## src/rtl/lsu_pkg.sv

```systemverilog
// Shared types and data-path helpers for the load/store memory port.
// States, access-size codes, load extension and sub-word store merge.
package lsu_pkg;

    typedef enum logic [2:0] {
        ST_IDLE,
        ST_LOAD,
        ST_RMW_RD,
        ST_WRITE,
        ST_RESP
    } lsu_state_e;

    localparam logic [1:0] SZ_B = 2'd0;
    localparam logic [1:0] SZ_H = 2'd1;
    localparam logic [1:0] SZ_W = 2'd2;

    function automatic logic [31:0] ext_load(
        input logic [31:0] word,
        input logic [1:0]  size,
        input logic        uns
    );
        logic [31:0] r;
        r = word;
        if (size == SZ_B) begin
            r = uns ? {24'd0, word[7:0]}
                    : {{24{word[7]}}, word[7:0]};
        end else if (size == SZ_H) begin
            r = uns ? {16'd0, word[15:0]}
                    : {{16{word[15]}}, word[15:0]};
        end
        return r;
    endfunction

    function automatic logic [31:0] merge_store(
        input logic [31:0] old,
        input logic [31:0] wdata,
        input logic [1:0]  size
    );
        logic [31:0] r;
        r = wdata;
        if (size == SZ_B) begin
            r = {old[31:8], wdata[7:0]};
        end else if (size == SZ_H) begin
            r = {old[31:16], wdata[15:0]};
        end
        return r;
    endfunction

endpackage

```

## src/rtl/lsu_mem_port_if.sv

```systemverilog
// Core request/response handshake plus RAM access bus.
// slave: the memory port; master: the core and RAM side.
interface lsu_mem_port_if;

    logic        req_valid;
    logic        req_ready;
    logic        req_we;
    logic [1:0]  req_size;
    logic        req_unsigned;
    logic [31:0] req_addr;
    logic [31:0] req_wdata;

    logic        resp_valid;
    logic        resp_ready;
    logic [31:0] resp_rdata;
    logic        resp_err;

    logic [31:0] mem_addr;
    logic        mem_w_en;
    logic [31:0] mem_wdata;
    logic [31:0] mem_rdata;

    modport slave (
        input  req_valid, req_we, req_size, req_unsigned,
        input  req_addr, req_wdata,
        output req_ready,
        output resp_valid, resp_rdata, resp_err,
        input  resp_ready,
        output mem_addr, mem_w_en, mem_wdata,
        input  mem_rdata
    );

    modport master (
        output req_valid, req_we, req_size, req_unsigned,
        output req_addr, req_wdata,
        input  req_ready,
        input  resp_valid, resp_rdata, resp_err,
        output resp_ready,
        input  mem_addr, mem_w_en, mem_wdata,
        output mem_rdata
    );

endinterface

```

## src/rtl/lsu_lane.sv

```systemverilog
// Combinational lane logic: extend a loaded word, merge a sub-word
// store into the word read back from RAM.
import lsu_pkg::*;

module lsu_lane (
    input  logic [31:0] word,
    input  logic [31:0] wdata,
    input  logic [1:0]  size,
    input  logic        uns,
    output logic [31:0] ld_data,
    output logic [31:0] st_data
);

    assign ld_data = ext_load(word, size, uns);
    assign st_data = merge_store(word, wdata, size);

endmodule

```

## src/rtl/lsu_mem_port.sv

```systemverilog
// Load/store initiator between the memory stage and the byte RAM.
// Define MISALIGN_TRAP_EN to reject misaligned half/word accesses.
import lsu_pkg::*;

module lsu_mem_port #(
    parameter int unsigned RAM_SZ = 8192
) (
    input  logic          clk,
    input  logic          rst_n,
    lsu_mem_port_if.slave bus
);

    lsu_state_e state;
    lsu_state_e state_n;

    logic        we_q;
    logic        uns_q;
    logic [1:0]  size_q;
    logic [31:0] addr_q;
    logic [31:0] wd_q;
    logic [31:0] rdata_q;
    logic        err_q;

    logic        acc;
    logic        bad;
    logic [32:0] end_a;
    logic [31:0] ld_w;
    logic [31:0] st_w;

    assign acc   = bus.req_valid && bus.req_ready;
    assign end_a = {1'b0, bus.req_addr} + 33'd3;

    // Range check in 33 bits so addresses near 2^32 cannot wrap in range.
    always_comb begin
        bad = (bus.req_size == 2'd3)
            || (end_a >= 33'(RAM_SZ));
`ifdef MISALIGN_TRAP_EN
        if (bus.req_size == SZ_H && bus.req_addr[0])
            bad = 1'b1;
        if (bus.req_size == SZ_W && bus.req_addr[1:0] != 2'b00)
            bad = 1'b1;
`endif
    end

    lsu_lane u_lane (
        .word    (bus.mem_rdata),
        .wdata   (wd_q),
        .size    (size_q),
        .uns     (uns_q),
        .ld_data (ld_w),
        .st_data (st_w)
    );

    always_ff @(posedge clk or negedge rst_n) begin
        if (!rst_n) state <= ST_IDLE;
        else        state <= state_n;
    end

    always_comb begin
        state_n = state;
        unique case (state)
            ST_IDLE: begin
                if (acc) begin
                    if (bad)                 state_n = ST_RESP;
                    else if (!bus.req_we)    state_n = ST_LOAD;
                    else if (bus.req_size == SZ_W)
                                             state_n = ST_WRITE;
                    else                     state_n = ST_RMW_RD;
                end
            end
            ST_LOAD:   state_n = ST_RESP;
            ST_RMW_RD: state_n = ST_WRITE;
            ST_WRITE:  state_n = ST_RESP;
            ST_RESP:   if (bus.resp_ready) state_n = ST_IDLE;
            default:   state_n = ST_IDLE;
        endcase
    end

    always_ff @(posedge clk or negedge rst_n) begin
        if (!rst_n) begin
            we_q    <= 1'b0;
            uns_q   <= 1'b0;
            size_q  <= SZ_B;
            addr_q  <= '0;
            wd_q    <= '0;
            rdata_q <= '0;
            err_q   <= 1'b0;
        end else begin
            if (acc) begin
                we_q    <= bus.req_we;
                uns_q   <= bus.req_unsigned;
                size_q  <= bus.req_size;
                addr_q  <= bus.req_addr;
                wd_q    <= bus.req_wdata;
                rdata_q <= '0;
                err_q   <= bad;
            end
            if (state == ST_LOAD)
                rdata_q <= ld_w;
            // Sub-word store: wd_q becomes the full merged word.
            if (state == ST_RMW_RD && we_q)
                wd_q <= st_w;
        end
    end

    logic mem_act;
    assign mem_act = (state == ST_LOAD)
                  || (state == ST_RMW_RD)
                  || (state == ST_WRITE);

    assign bus.req_ready  = rst_n && (state == ST_IDLE);
    assign bus.resp_valid = (state == ST_RESP);
    assign bus.resp_rdata = rdata_q;
    assign bus.resp_err   = err_q;
    assign bus.mem_addr   = mem_act ? addr_q : 32'd0;
    assign bus.mem_w_en   = (state == ST_WRITE);
    assign bus.mem_wdata  = (state == ST_WRITE) ? wd_q : 32'd0;

endmodule

```

## src/flat_wrapper.sv

```systemverilog
// flat-port wrapper written by rule: the top's interface ports become plain ports
module lsu_mem_port_flat 
#(
    parameter int unsigned RAM_SZ = 8192
)
  (clk, rst_n, bus_req_valid, bus_req_we, bus_req_size, bus_req_unsigned, bus_req_addr, bus_req_wdata, bus_req_ready, bus_resp_valid, bus_resp_rdata, bus_resp_err, bus_resp_ready, bus_mem_addr, bus_mem_w_en, bus_mem_wdata, bus_mem_rdata);
  lsu_mem_port_if bus_i ();
  input  logic clk;
  input  logic rst_n;
  input wire logic [$bits(bus_i.req_valid)-1:0] bus_req_valid;
  input wire logic [$bits(bus_i.req_we)-1:0] bus_req_we;
  input wire logic [$bits(bus_i.req_size)-1:0] bus_req_size;
  input wire logic [$bits(bus_i.req_unsigned)-1:0] bus_req_unsigned;
  input wire logic [$bits(bus_i.req_addr)-1:0] bus_req_addr;
  input wire logic [$bits(bus_i.req_wdata)-1:0] bus_req_wdata;
  output wire logic [$bits(bus_i.req_ready)-1:0] bus_req_ready;
  output wire logic [$bits(bus_i.resp_valid)-1:0] bus_resp_valid;
  output wire logic [$bits(bus_i.resp_rdata)-1:0] bus_resp_rdata;
  output wire logic [$bits(bus_i.resp_err)-1:0] bus_resp_err;
  input wire logic [$bits(bus_i.resp_ready)-1:0] bus_resp_ready;
  output wire logic [$bits(bus_i.mem_addr)-1:0] bus_mem_addr;
  output wire logic [$bits(bus_i.mem_w_en)-1:0] bus_mem_w_en;
  output wire logic [$bits(bus_i.mem_wdata)-1:0] bus_mem_wdata;
  input wire logic [$bits(bus_i.mem_rdata)-1:0] bus_mem_rdata;
  assign bus_i.req_valid = bus_req_valid;
  assign bus_i.req_we = bus_req_we;
  assign bus_i.req_size = bus_req_size;
  assign bus_i.req_unsigned = bus_req_unsigned;
  assign bus_i.req_addr = bus_req_addr;
  assign bus_i.req_wdata = bus_req_wdata;
  assign bus_req_ready = bus_i.req_ready;
  assign bus_resp_valid = bus_i.resp_valid;
  assign bus_resp_rdata = bus_i.resp_rdata;
  assign bus_resp_err = bus_i.resp_err;
  assign bus_i.resp_ready = bus_resp_ready;
  assign bus_mem_addr = bus_i.mem_addr;
  assign bus_mem_w_en = bus_i.mem_w_en;
  assign bus_mem_wdata = bus_i.mem_wdata;
  assign bus_i.mem_rdata = bus_mem_rdata;
  lsu_mem_port #(.RAM_SZ(RAM_SZ)) u_core (.clk(clk), .rst_n(rst_n), .bus(bus_i));
endmodule
```

## config.mk

```make
export PLATFORM = sky130hd
export DESIGN_NAME = lsu_mem_port_flat
export DESIGN_NICKNAME = d
export VERILOG_FILES = /design/src/rtl/lsu_pkg.sv /design/src/rtl/lsu_mem_port_if.sv /design/src/rtl/lsu_lane.sv /design/src/rtl/lsu_mem_port.sv /design/src/flat_wrapper.sv
export SDC_FILE = /design/constraint.sdc
export NUM_CORES = 1
export LEC_CHECK = 0
export CELL_PAD_IN_SITES_DETAIL_PLACEMENT = 0
export CELL_PAD_IN_SITES_GLOBAL_PLACEMENT = 1
export CORE_ASPECT_RATIO = 0.8
export CORE_MARGIN = 2
export CORE_UTILIZATION = 28
export CTS_CLUSTER_DIAMETER = 50
export CTS_CLUSTER_SIZE = 16
export DETAILED_ROUTE_END_ITERATION = 10
export PLACE_DENSITY_LB_ADDON = 0.15
export REMOVE_ABC_BUFFERS = 1
export SETUP_SLACK_MARGIN = 0.1
export SLEW_MARGIN = 10
export SYNTH_ARGS = -nofsm -noshare
export SYNTH_HDL_FRONTEND = slang
export SYNTH_HIERARCHICAL = 1
export SYNTH_SLANG_ARGS = --single-unit
```

## constraint.sdc

```tcl
create_clock -name clk -period 4.4 [get_ports clk]
set_input_delay 0.88 -clock clk [delete_from_list [all_inputs] [get_ports clk]]
set_output_delay 0.88 -clock clk [all_outputs]
set_load 0.005 [all_outputs]
```

## Word-level counts from Yosys, hierarchy flattened

Cells that the tools add are included.

| storage, ports and cells | value |
|---|---|
| memory bits (writable) | 0 |
| bits in latches | 0 |
| bits in registers | 104 |
| bits in read-only memories | 0 |
| memories | 0 |

| operators by class | value |
|---|---|
| magnitude comparators | 1 |
| shift-type cells | 0 |
| multiplexer cells | 18 |
| $add $sub $neg | 1 |
| reduce and logical (&&, ||, !) cells | 15 |
| bitwise operators | 1 |
| equal/unequal tests | 11 |
| multipliers | 0 |
| div/mod/pow operators | 0 |

Operators with widths:

| kind | number |
|---|---|
| 2-to-1 mux 32 bit | 12 |
| adder 32 x 2 -> 33 bit, second input constant | 1 |
| >= comparator 33 x 14 -> 1 bit, second input constant | 1 |
| 2-to-1 mux 3 bit | 4 |
| case mux 3 bit (4 select lines) | 1 |
| AND reduction 2 bit | 4 |
| equality test 3 x 2 -> 1 bit, second input constant | 2 |
| equality test 2 bit, second input constant | 2 |
| != test 2 x 1 -> 1 bit, second input constant | 2 |
| nonzero test 2 bit | 2 |
| equality test 3 x 1 -> 1 bit, second input constant | 1 |
| equality test 3 bit, second input constant | 1 |
| logical AND 1 bit | 3 |
| zero test 3 bit | 1 |
| logical OR 1 bit | 3 |
| != test 3 bit, second input constant | 1 |
| equality test 2 x 1 -> 1 bit, second input constant | 1 |
| zero test 2 bit | 1 |
| != test 2 bit, second input constant | 1 |
| OR reduction 2 bit | 1 |
| 2-to-1 mux 1 bit | 1 |
| inverter 1 bit | 1 |

## Longest topological paths before layout

| depth | value |
|---|---|
| depth after elaboration | 6 |
| mapped depth | 8 |
| mapped depth without buffers | 7 |

## By module

Netlist, hierarchy kept.

By module, submodules not included:

| module | area an instance (µm²) | cells an instance | seq. area each (µm²) | times used |
|---|---|---|---|---|
| lsu_mem_port | 5,127.4 | 594 | 2,602.5 | 1 |
| lsu_lane | 695.7 | 93 | 0.0 | 1 |

## Least setup slack after synthesis

OpenSTA, ideal clock, no wires.

| timing path | value |
|---|---|
| path kind | input-to-reg |
| start point | in bus_req_addr[5] |
| end point | reg u_core.state[2] |
| data required time | 4.255 ns |
| library setup time | 0.145 ns |
| stages on the path | 7 |
| arrival | 2.577 ns |
| slack | 1.678 ns |
| path through | nand4_2 -> or4_4 -> nor3_2 -> mux2_1 -> nor4_1 -> and3_4 -> o221ai_1 |

| on the way | value |
|---|---|
| longest elaborated chain between the ends | 6 |

Ends and longest elaborated chain:

| item | line | RTL |
|---|---|---|
| from (decl) | flat_wrapper.sv:14 | `input wire logic [$bits(bus_i.req_addr)-1:0] bus_req_addr;` |
| adder 32 x 2 -> 33 bit | lsu_mem_port.sv:31 | `assign end_a = {1'b0, bus.req_addr} + 33'd3;` |
| >= comparator 33 x 14 -> 1 bit | lsu_mem_port.sv:36 | `\|\| (end_a >= 33'(RAM_SZ));` |
| logical OR 1 bit | lsu_mem_port.sv:36 |  |
| 2-to-1 mux 3 bit | lsu_mem_port.sv:64 | `if (bad) state_n = ST_RESP;` |
| 2-to-1 mux 3 bit | lsu_mem_port.sv:63 | `if (acc) begin` |
| case mux 3 bit (4 select lines) | lsu_mem_port.sv:61 | `unique case (state)` |
| to (signal assigned) | lsu_mem_port.sv:56 | `else state <= state_n;` |
| to (decl) | lsu_mem_port.sv:13 | `lsu_state_e state;` |

No other way between the ends. The select of a mux whose other input is x is not followed.
A chain may end at the register's enable or synchronous reset.

## Worst setup path after layout

| timing path | value |
|---|---|
| start point | in bus_req_addr[7] |
| end point | reg u_core.state[2] |

Same word-level chain as after synthesis.

==> metrics.md <==
| Metric | Value |
|---|---|
| Outcome | complete, no violations |
| WL/cell | between 15 and 20 um |
| Slew margin rel. | 0.235 |
| Post-route worst setup slack | between 1 and 1.5 ns |
| Initial core utilization | 0.284 |
| CP peak stage delay | 0.59 ns |
| CTS Root Cell | clkbuf_16 |
| Crit Path Class | primary input to register |
| # DRC | 0 |
| Worst path required time | approximately 4.6 ns |
| Via count | 5,127 |
| CP Cell Sequence | clkdlybuf4s50_1, nand4_2, or4_4, nor3_2, mux2_1, nor4_1, and3_4, o221ai_1 |
| Count of final hold-check violations | 0 |
| Crit Reg-Reg Startpoint | u_core/state[2] |
| Count leader, synth | nand2_1 |
| Leakage | 0.00358 uW |
| Placement Rows | 47 |
| Antenna cell count | 0 |
| CTS clk-pin slew, worst paths | 0.07 ns |
| Worst path top cell family by delay | simple AND/OR/NAND/NOR gates |
| Worst setup path end | u_core/state[2] |
| Total GRT Usage | 0.160 |
| Vias in the first global route | 5,095 |
| Final setup viols | 0 |
| Pin count of the biggest net entering global routing | 79 |
| Worst-Skew Late Latency | ~0.34 ns |
| Synth area leaders | dfrtp_1 (45%), nand2_1 (15%), o21ai_0 (7.2%), and2_1 (7.0%), mux2i_1 (6.0%) |
| Unique masters post-synth | 48 |
| Post-Place Worst Slack | 0.876 ns |
| Crit start category | primary input |
| Die Span X | approximately 170 um |
| TritonCTS clock tree | built |
| Power per Cell Area | a little over 300 nW/um^2 |
| Yosys top cell area share | 0.447 |
| Worst setup EP type | register |
| CP max FO | 4 |
| Yosys warning count | 6 |
| Sequential power share | 0.462 |
| Synth top cells by count | nand2_1 (228), dfrtp_1 (104), o21ai_0 (84) |
| Largest area contributor in the netlist | dfrtp_1 |
| Worst reg2reg path depth | 6 |
| Seq/Total Area, Yosys | 0.447 |
| Max Fclk | 0.319 GHz |
| GP Congestion | approximately 0.76 |
| Post-synth EDFFs | 0 |
| Clock Power Share | 0.340 |
| CTS Buffer Depth | 2 |
| Fill cells | 2,058 |
| Std-Cell Core Area | 20,500 um^2 |
| Clock skew | roughly 0.0073 ns |
| Netlist area before placement | 5820 um^2 |
| Cells after synthesis | 687 |
| Routed Antenna Nets | 0 |
| Hold buffer count at CTS | 0 |
| Critical Path Stages | 8 |
| Max VDD drop | 0.184 mV |
| Deepest level of the CTS H-tree | 3 |
| PortBufs | 203 |
| Crit Reg-Reg Endpoint | u_core/bus.resp_rdata[30] |
| Combinational power share | 0.198 |
| Post_cts resized | 0 |
| Psw | slightly below 700 uW |
| I/O Pins | a little over 200 |
| Yosys reg bits | 104 |
| Ys flop type | dfrtp_1 |
| Final #Nets | 952 |
| Initial antenna violation count | 0 |
| Syn_area_per_cell | between 8 and 9 um^2 |
| Area Overhead vs Synth | 41.8% |
| Least-Margin Pin Slew | about 1.1 ns |
| Vias per inst | 4.58 |
| Total Routed Length | 17.4 mm |
| Final HPWL DP | roughly 12 mm |
| Crit path time final | 3.14 ns |
| Switch share | 0.272 |
| Worst path arrival time | between 3 and 4 ns |
| Ratio of cells with drive above 1 in the final layout | 0.0740 |
| MaxCap Viol Count | 0 |
| Int Power | 1830 uW |
| Post-synthesis async set-or-reset flop share | 1.00 |
| RSZ-0062 raised after global routing | no |
| Slew Limit Fails | 0 |
| Global-route wire length before repair | 27.6 mm |
| Gr ovfl total | 0 |
| Clock sinks | 104 |
| Setup TNS after final layout | 0 ns |
| Slowest stage cell, crit path | or4_4 |
| Initial DRC Count | 295 |
| Worst min-delay path category | register to register |
| Number of setup buffers added after CTS | 0 |
| Die ar. | between 20,000 and 25,000 um^2 |
| Die Y-Extent | between 100 and 150 um |
| Num CTS Buffers | 9 |
| Worst Path Buf+Inv | 1 |
| Tcrit/Tclk final | 0.714 |
| Total iterations of the first detailed-routing run | 4 |
| Reg2Reg Setup Slack | 2.08 ns |
| Critical Path Source | bus_req_addr[7] |
area by class of cell:
type                       count  area (um^2)  area share
clock buffer                   9          225      0.0273
clock inverter                 5         81.3     0.00985
inverter                       3         11.3     0.00136
multi-input combinational    518         2900       0.352
sequential                   104         2600       0.315
tap                          269          337      0.0408
timing repair buffer         212         2100       0.254
layer usage:
layer	track usage	share of wire
met5	0	0
met3	0.0398	0.055
met4	0.0396	0.016
met1	0.231	0.49
met2	0.240	0.44
worst min-delay path by stage:
stage | end | slack (ns) | from | cells after the start
after global placement | u_core/addr_q[28] | 0.45 | u_core/addr_q[28] | 2
after floorplan | u_core/addr_q[0] | 0.44 | u_core/addr_q[0] | 2
after CTS | u_core/addr_q[2] | 0.47 | u_core/addr_q[2] | 2
after detailed placement | u_core/addr_q[2] | 0.45 | u_core/addr_q[2] | 2
final | u_core/addr_q[16] | 0.47 | u_core/addr_q[16] | 2
after global routing | u_core/addr_q[1] | 0.49 | u_core/addr_q[1] | 2
cell families (layout without fill, tap and decap cells):
kind of cell / count (synthesis) / count (layout) / share of synthesized area
DFF: 104 / 104 / 0.447
and+or+nand+nor: 351 / 351 / 0.282
xor gates and xnor gates: 3 / 3 / 0.00451
AOI/OAI and AO/OA: 104 / 104 / 0.0986
muxes: 60 / 60 / 0.110
buffers and inverters: 65 / 229 / 0.0578
cell usage in the layout (no fill, tap or decap), types with 5 or more instances in the layout:
cell type	count
nand2_1	227
and3_1	5
nor2_1	10
nand4_1	8
a21o_1	8
dfrtp_1	104
mux2_2	22
mux2i_1	35
buf_4	10
and2_1	65
nand3_1	6
o21ai_0	84
clkbuf_16	9
clkdlybuf4s50_1	202
power by group through the flow:
stage | combinational (uW) | sequential, uW | clock (uW)
CTS | 507 | 1160 | 893
finish | 498 | 1160 | 856
global route | 562 | 1180 | 933
global placement | 494 | 1170 | 0
detailed placement | 506 | 1180 | 0
floorplan | 278 | 1170 | 0
sequential cells by signal, summed over array words and instances, names as in the netlist:
signal,flops
u_core/addr_q,32
u_core/bus.resp_err,1
u_core/bus.resp_rdata,32
u_core/size_q,2
u_core/state,3
u_core/uns_q,1
u_core/wd_q,32
u_core/we_q,1
stage by stage:
stage                      util  hold slack, ns  total power, uW  instances  cell area [um^2]
after floorplan               -           0.437             1450        625              5500
after global placement    0.387           0.451             1670       1106              7950
after detailed placement  0.387           0.454             1680       1106              7950
after CTS                 0.402           0.471             2560       1120              8260
after global routing      0.402           0.492             2680       1120              8260
final                     0.402           0.470             2520       1120              8260
worst register-to-register path, delay by kind of cell, from the launching register on:
kind	cells	cell delay, ns
AND/OR/NAND/NOR	4	1.18
buffers and inverters	1	0.50
flip-flops	1	0.40
AO/OA/AOI/OAI	1	0.08
No activity file was read; power rests on OpenSTA's default activity.
